<file path="src/rtl/dsd_divider_mb.sv">
// Iterative radix-2^BPC restoring integer divider with three signedness modes.
// Divide-by-zero and signed overflow bypass the iteration and go straight to FIX.
module dsd_divider_mb #(
    parameter int WID = 64,
    parameter int BPC = 2
) (
    input  logic           clk,
    input  logic           rst,
    input  logic           ld,
    input  logic           abort,
    input  logic [1:0]     mode,
    input  logic [WID-1:0] a,
    input  logic [WID-1:0] b,
    output logic [WID-1:0] qo,
    output logic [WID-1:0] ro,
    output logic           dvByZr,
    output logic           ovf,
    output logic           done,
    output logic           idle
);
    localparam int STEPS = WID / BPC;
    localparam int CW    = $clog2(STEPS + 1);

    typedef enum logic [1:0] {IDLE, DIV, FIX, DONE} state_t;

    state_t         state;
    state_t         state_nxt;
    logic [WID-1:0] q;
    logic [WID-1:0] r;
    logic [WID-1:0] bb;
    logic [CW-1:0]  cnt;
    logic           so;
    logic           sr;
    logic           dz;
    logic           of;

    logic           a_neg;
    logic           b_neg;
    logic [WID-1:0] a_mag;
    logic [WID-1:0] b_mag;
    logic           start_dz;
    logic           start_ovf;
    logic           start;
    logic [WID-1:0] min_val;
    logic [WID-1:0] q_step;
    logic [WID-1:0] r_step;
    logic [WID:0]   trial;

    assign min_val = {1'b1, {(WID-1){1'b0}}};
    assign start   = ld && !abort;

    always_comb begin
        a_neg     = ((mode == 2'b01) || (mode == 2'b10)) && a[WID-1];
        b_neg     = (mode == 2'b01) && b[WID-1];
        a_mag     = a_neg ? -a : a;
        b_mag     = b_neg ? -b : b;
        start_dz  = (b == '0);
        start_ovf = (mode == 2'b01) && (a == min_val) && (b == '1);
    end

    // BPC restoring steps per cycle; the trial remainder needs one extra bit
    always_comb begin
        q_step = q;
        r_step = r;
        trial  = '0;
        for (int i = 0; i < BPC; i++) begin
            trial  = {r_step, q_step[WID-1]};
            q_step = {q_step[WID-2:0], 1'b0};
            if (trial >= {1'b0, bb}) begin
                trial     = trial - {1'b0, bb};
                q_step[0] = 1'b1;
            end
            r_step = trial[WID-1:0];
        end
    end

    always_ff @(posedge clk or negedge rst) begin
        if (!rst) begin
            state <= IDLE;
        end else begin
            state <= state_nxt;
        end
    end

    always_comb begin
        state_nxt = state;
        case (state)
            IDLE: begin
                if (start) begin
                    state_nxt = (start_dz || start_ovf) ? FIX : DIV;
                end
            end
            DIV: begin
                if (abort) begin
                    state_nxt = IDLE;
                end else if (cnt == CW'(1)) begin
                    state_nxt = FIX;
                end
            end
            FIX:     state_nxt = abort ? IDLE : DONE;
            DONE:    state_nxt = IDLE;
            default: state_nxt = IDLE;
        endcase
    end

    always_comb begin
        idle = (state == IDLE);
        done = (state == DONE);
    end

    // On divide-by-zero q keeps the raw dividend so FIX can return it as remainder
    always_ff @(posedge clk or negedge rst) begin
        if (!rst) begin
            q      <= '0;
            r      <= '0;
            bb     <= '0;
            cnt    <= '0;
            so     <= 1'b0;
            sr     <= 1'b0;
            dz     <= 1'b0;
            of     <= 1'b0;
            qo     <= '0;
            ro     <= '0;
            dvByZr <= 1'b0;
            ovf    <= 1'b0;
        end else begin
            case (state)
                IDLE: begin
                    if (start) begin
                        q   <= start_dz ? a : a_mag;
                        bb  <= b_mag;
                        r   <= '0;
                        cnt <= CW'(STEPS);
                        so  <= a_neg ^ b_neg;
                        sr  <= a_neg;
                        dz  <= start_dz;
                        of  <= start_ovf && !start_dz;
                    end
                end
                DIV: begin
                    if (!abort) begin
                        q   <= q_step;
                        r   <= r_step;
                        cnt <= cnt - CW'(1);
                    end
                end
                FIX: begin
                    if (!abort) begin
                        if (dz) begin
                            qo     <= '1;
                            ro     <= q;
                            dvByZr <= 1'b1;
                            ovf    <= 1'b0;
                        end else if (of) begin
                            qo     <= min_val;
                            ro     <= '0;
                            dvByZr <= 1'b0;
                            ovf    <= 1'b1;
                        end else begin
                            qo     <= so ? -q : q;
                            ro     <= sr ? -r : r;
                            dvByZr <= 1'b0;
                            ovf    <= 1'b0;
                        end
                    end
                end
                default: begin
                end
            endcase
        end
    end

endmodule
</file>
<file path="config.mk">
export PLATFORM = sky130hd
export DESIGN_NAME = dsd_divider_mb
export DESIGN_NICKNAME = d
export VERILOG_FILES = /design/src/rtl/dsd_divider_mb.sv
export SDC_FILE = /design/constraint.sdc
export NUM_CORES = 1
export LEC_CHECK = 0
export BUFFER_PORTS_ARGS = -buffer_cell sky130_fd_sc_hd__buf_2
export CAP_MARGIN = 20
export CORE_ASPECT_RATIO = 2
export CORE_MARGIN = 1.5
export CORE_UTILIZATION = 43
export DETAILED_ROUTE_END_ITERATION = 6
export PLACE_DENSITY_LB_ADDON = 0.05
export REMOVE_ABC_BUFFERS = 1
export SLEW_MARGIN = 20
export SYNTH_ARGS = -nofsm -noshare
export SYNTH_HDL_FRONTEND = slang
export SYNTH_SLANG_ARGS = --single-unit
export TNS_END_PERCENT = 20
</file>
<file path="constraint.sdc">
create_clock -name clk -period 5.84 [get_ports clk]
set_input_delay 0.584 -clock clk [delete_from_list [all_inputs] [get_ports clk]]
set_output_delay 0.584 -clock clk [all_outputs]
set_load 0.02 [all_outputs]
</file>
* Yosys cells after proc, flatten, opt, wreduce, memory -nomap -nowiden *
Index checks and enable logic that the tools add are counted.
W data, S select, Z words.

word-level totals
  output and inout bits = 132
  input bits = 134
  logic and storage cells = 83
  flip-flop bits (word level) = 334

operators by class
  bitwise gates (word level) = 2
  magnitude comparators = 2
  equality and inequality tests = 11
  muxes and demuxes = 31
  reduce and logical (&&, ||, !) cells = 17
  add/sub/neg operators = 7

operator list
  kind                    number
  $mux W64                15
  $neg A64 Y64            4
  $pmux W64 S2            2
  $ge A65 B64 Y1          2
  $eq A64 B64 Y1 const B  2
  $sub A64 B64 Y64        2
  $logic_not A64 Y1       1
  $mux W6                 2
  $pmux W6 S2             1
  $mux W2                 5
  $pmux W2 S4             1
  $eq A2 B2 Y1 const B    3
  $eq A6 B1 Y1 const B    1
  $logic_and A1 B1 Y1     6
  $reduce_and A2 Y1       3
  $sub A6 B1 Y6 const B   1
  $mux W1                 5
  $eq A2 B1 Y1 const B    2
  $ne A3 B3 Y1 const B    1
  $reduce_and A3 Y1       1
  $logic_not A1 Y1        2
  $logic_not A2 Y1        1
  $logic_or A1 B1 Y1      2
  $ne A2 B1 Y1 const B    1
  4 further kinds         4

* Logic depth before layout (Yosys ltp) *
  depth in word-level cells = 7
  gate-level depth with buffers = 29
  mapped depth without buffers = 25

* Worst setup path before layout *
Ideal clock, no wire load.

  path type = register to register
  from = register r[17]
  to = register r[1]
  arrival = 6154 ps
  path slack = -396 ps
  required time = 5757 ps
  period minus slack after synthesis = 6236 ps
  setup time = 83 ps
  buffers on the path = 5
  cell stages (with the launch flop) = 27
  cell sequence = dfrtp_1 ha_1 clkbuf_1 nand4_1 or2_2 nor2_1 o2111a_1 o311ai_2 o2111a_1 o211ai_1 clkbuf_1 clkbuf_1 a21oi_1 ha_1 and4_1 and3_1 a21bo_2 a21o_1 a2111oi_0 or2_2 a31oi_1 nor3b_1 nand4b_1 buf_2 buf_2 mux2_2 o22ai_1

on the way
  cells in the longest elaborated chain, start to end = 6
  elaborated cells between the ends (all ways) = 8
  classes of those cells = add/sub: 2; order compare: 2; mux: 4

ends and longest elaborated chain
  item                                                RTL line  RTL
  from (decl)                                         29        logic [WID-1:0] r;
  from (signal assigned)                              143       r <= r_step;
  $ge A65 B64 Y1 or $sub A64 B64 Y64 (tied branches)  69, 70
  $mux W64 (*)                                        69        if (trial >= {1'b0, bb}) begin
  $sub A64 B64 Y64 or $ge A65 B64 Y1 (tied branches)  70, 69
  $mux W64 (*)                                        69
  $mux W64 (*)                                        141       if (!abort) begin
  $pmux W64 S2 (*)                                    127       case (state)

Every way passes the cells marked *; elsewhere a longest branch is shown, timed or not. The select of a mux whose other input is x is not followed.
A chain may end at the register's enable or synchronous reset.

* Final worst setup path *
  from = register bb[1]
  to = register r[45]

on the way
  cells in the longest elaborated chain, start to end = 6
  elaborated cells between the ends (all ways) = 8
  classes of those cells = add/sub: 2; order compare: 2; mux: 4

ends and longest elaborated chain
  item                                                RTL line  RTL
  from (decl)                                         30        logic [WID-1:0] bb;
  from (signal assigned)                              131       bb <= b_mag;
  $sub A64 B64 Y64 or $ge A65 B64 Y1 (tied branches)  70, 69
  $mux W64                                            69
  $sub A64 B64 Y64 or $ge A65 B64 Y1 (tied branches)  70, 69
  $mux W64 (*)                                        69
  $mux W64 (*)                                        141
  $pmux W64 S2 (*)                                    127

Marked as above.

==> qor.csv <==
stage;metric;value;unit
die;Chip Width;184;microns
setup_path;Required @ worst endpoint;6260;ps
clocking;Post-CTS Hold Buffers;0;
clocking;CTS tree;done;
run_status;failing checks;negative hold slack, negative setup slack;
clocking;CTS Buffer Depth;3;
setup_path;Reg2Reg Capture Point;r[45];
yosys;Distinct cells, synth;87;
timing;Pins Over Slew Limit;0;
setup_path;Largest delay share family, worst path;compound AO/OA/AOI/OAI gates;
placed_design;Port Buffers;265;
yosys;Syn Area/Cell;7.81;sq um
yosys;Most used DFF post-synth;dfrtp_1;
global_route;number of global-route vias before repair;32400;
clocking;Root Driver;clkbuf_16;
timing;final hold vios;8;
timing;skew final;31.4;ps
timing;worst hold margin;-75.7;ps
clocking;clk sinks;334;
global_route;global route overflow;0;
route;DRT iter0 DRCs;2558;
layout;fin util;0.595;
setup_path;Crit. End Element;flip-flop;
die;Rows;132;
layout;fill count;6071;
die;CORE AREA;64700;sq um
placed_design;gpl congestion;1.05;
die;DIE AREA;67100;sq um
yosys;Seq/Total Area, Yosys;0.297;
setup_path;Worst path slowest cell;o21ai_0;
timing;Worst-Margin Slew;1130;ps
route;drt wl/cell;24.4;microns
worst_hold_path;Hold/Removal Path Class;in2async;
run_status;status;complete, but fails checks;
yosys;top cell type's share of synthesized area;0.297;
global_route;first-pass GRT wire length;193000;microns
yosys;register bit count reported by yosys;334;
layout;Final nets;4726;
timing;post-route setup TNS;-21300;ps
timing;FMAX;160;MHz
setup_path;Crit path buffers/inverters;5;
yosys;Mapped Cells;3607;
yosys;Post-synth ARST share;1.00;
timing;RSZ-0062 raised after global routing;yes;
yosys;post-synth top area cell;dfrtp_1;
clocking;htree depth;2;
clocking;TritonCTS buffer count;37;
setup_path;slowest stage delay, CP;530;ps
die;DIE HEIGHT;365;microns
setup_path;Worst Setup Path Type;reg2reg;
clocking;Clock transition at path regs;60;ps
timing;Max transition margin;0.247;
timing;Setup violations, final;65;
route;vias post-DR;31900;
route;Via-to-Cell Ratio;5.95;
die;I/O pin total;266;
clocking;clock latency at the later pin of the worst-skew pair;610;ps
setup_path;CP Max Fanout;6;
yosys;Post-synth EDFFs;0;
setup_path;worst path arrival time;6680;ps
timing;min Tclk post-route;6260;ps
setup_path;reg2reg setup slack;-420;ps
route;drt first pass iters;6;
timing;Final WS setup;-418;ps
setup_path;Worst R2R Path Depth;27;
yosys;largest cells by area after synthesis;dfrtp_1, o21ai_0, ha_1, xor2_1, xnor2_1;
global_route;initial antenna violation count;5;
layout;layout cells sized above 1;0.303;
die;Starting Density;0.435;
timing;fin crit share;1.07;
setup_path;Worst Setup Start Kind;flip-flop;
yosys;yosys warns;0;
route;Final ANT Viol Nets;0;
run;maxcap violations;0;
route;drt total wl;131000;microns
layout;P&R area growth vs syn;36.9;%
route;detailed-route DRC error count;0;
yosys;synthesized area;28200;sq um
setup_path;Critical R2R Launch;bb[1];
placed_design;worst slack at placement;-877;ps
global_route;all-layer global routing usage;0.383;
global_route;largest net degree at the start of global routing;121;
placed_design;detailed placement HPWL;103000;microns
worst max-delay path by stage:
stage                     startpoint  endpoint  slack, ps  depth (start not counted)
after floorplan                r[19]     r[56]      -6550                         22
after global placement         bb[1]     r[59]       -790                         27
after detailed placement        r[0]     r[55]       -880                         26
after CTS                      q[63]     r[55]       -230                         31
after global routing           bb[1]     r[44]       -580                         29
final                          bb[1]     r[45]       -420                         27
Yosys cell counts (26+ instances only):
master,n
or4_1,37
o31ai_1,78
a21o_1,63
nand4_1,55
o21bai_1,29
a21oi_1,284
nand2b_1,26
o22a_1,37
nand2_1,415
or3_1,64
nor4_1,27
o21a_1,30
o41ai_1,29
xnor2_1,180
clkbuf_1,192
inv_1,123
xor2_1,183
mux2i_1,58
nor2_1,344
o21ai_0,366
nand3_1,60
ha_1,136
a31oi_1,27
nor3_1,62
dfrtp_1,334
o22ai_1,58
per-layer routing:
metal,part of all wire,global-route usage
met2,0.51,0.703
met5,0.00018,0
met4,0.096,0.316
met3,0.051,0.0483
met1,0.34,0.381
worst reg2reg max path, stage by stage (launching register included):
cell       delay, ps
dfrtp_1          400
inv_2             90
ha_4             200
nor2b_4          120
o31a_1           290
o311a_1          330
o2111a_2         300
o311ai_4         270
o2111a_1         270
o211ai_1         130
buf_4            210
clkbuf_16        170
nor2_4            80
a21oi_2           40
ha_1             320
and4_4           240
and3_4           210
a21bo_4          230
a21o_1           210
a2111oi_4        350
buf_4            190
o21ai_0           90
buf_4            170
o21ai_0          530
a21oi_1          210
xnor2_1          170
mux2i_1          150
o21ai_0          100
layout by cell type, fill, tap and decap left out, types with 75 or more instances in the layout:
master and n:
dfrtp_1 330, buf_4 730, xor2_1 181, xnor2_1 177, ha_1 102, o31ai_1 75, o21ai_0 343, buf_2 265
inv_1 114, nand2_1 406, nor2_1 327, a21oi_1 237
kinds of logic after synthesis:
logic type	Yosys count	synth area share
AO/OA/AOI/OAI	1153	0.255
buffers and inverters	346	0.0468
XOR/XNOR	363	0.113
multiplexers	66	0.0238
flip-flops	334	0.297
AND/OR/NAND/NOR	1207	0.203
adder cells (fa/ha/maj)	138	0.0619
through the flow:
stage / std cells / hold slack [ps] / instance area [sq um]
after floorplan: 3384 / 288 / 27300
after global placement: 5212 / 450 / 35000
after detailed placement: 5213 / 450 / 35000
after CTS: 5322 / 64.8 / 37700
after global routing: 5354 / 48.2 / 38500
final: 5354 / -75.7 / 38500
cell type report:
type / instances / area, sq um / share of cell area
Antenna cell: 1 / 2.50 / 0.0000649
Clock buffer: 50 / 1070 / 0.0277
Clock inverter: 17 / 231 / 0.00601
Inverter: 123 / 462 / 0.0120
Multi-Input combinational cell: 2927 / 19800 / 0.515
Sequential cell: 334 / 8370 / 0.217
Tap cell: 871 / 1090 / 0.0283
Timing Repair Buffer: 1031 / 7480 / 0.194
what timing repair did:
action	in CTS	in global routing
gates resized for setup	199	115
setup buffers	39	28
endpoints found under the setup margin	65	65
gates cloned	5	5
pin swaps	49	62
flip-flops by register name, indices dropped and copies added (netlist names):
register	count
q	64
ro	64
dz	1
qo	64
state	2
ovf	1
so	1
cnt	6
dvByZr	1
sr	1
r	64
of	1
bb	64
Power is not shown: default switching activity piles up to over one toggle a cycle in this logic, so the estimate is an artifact.
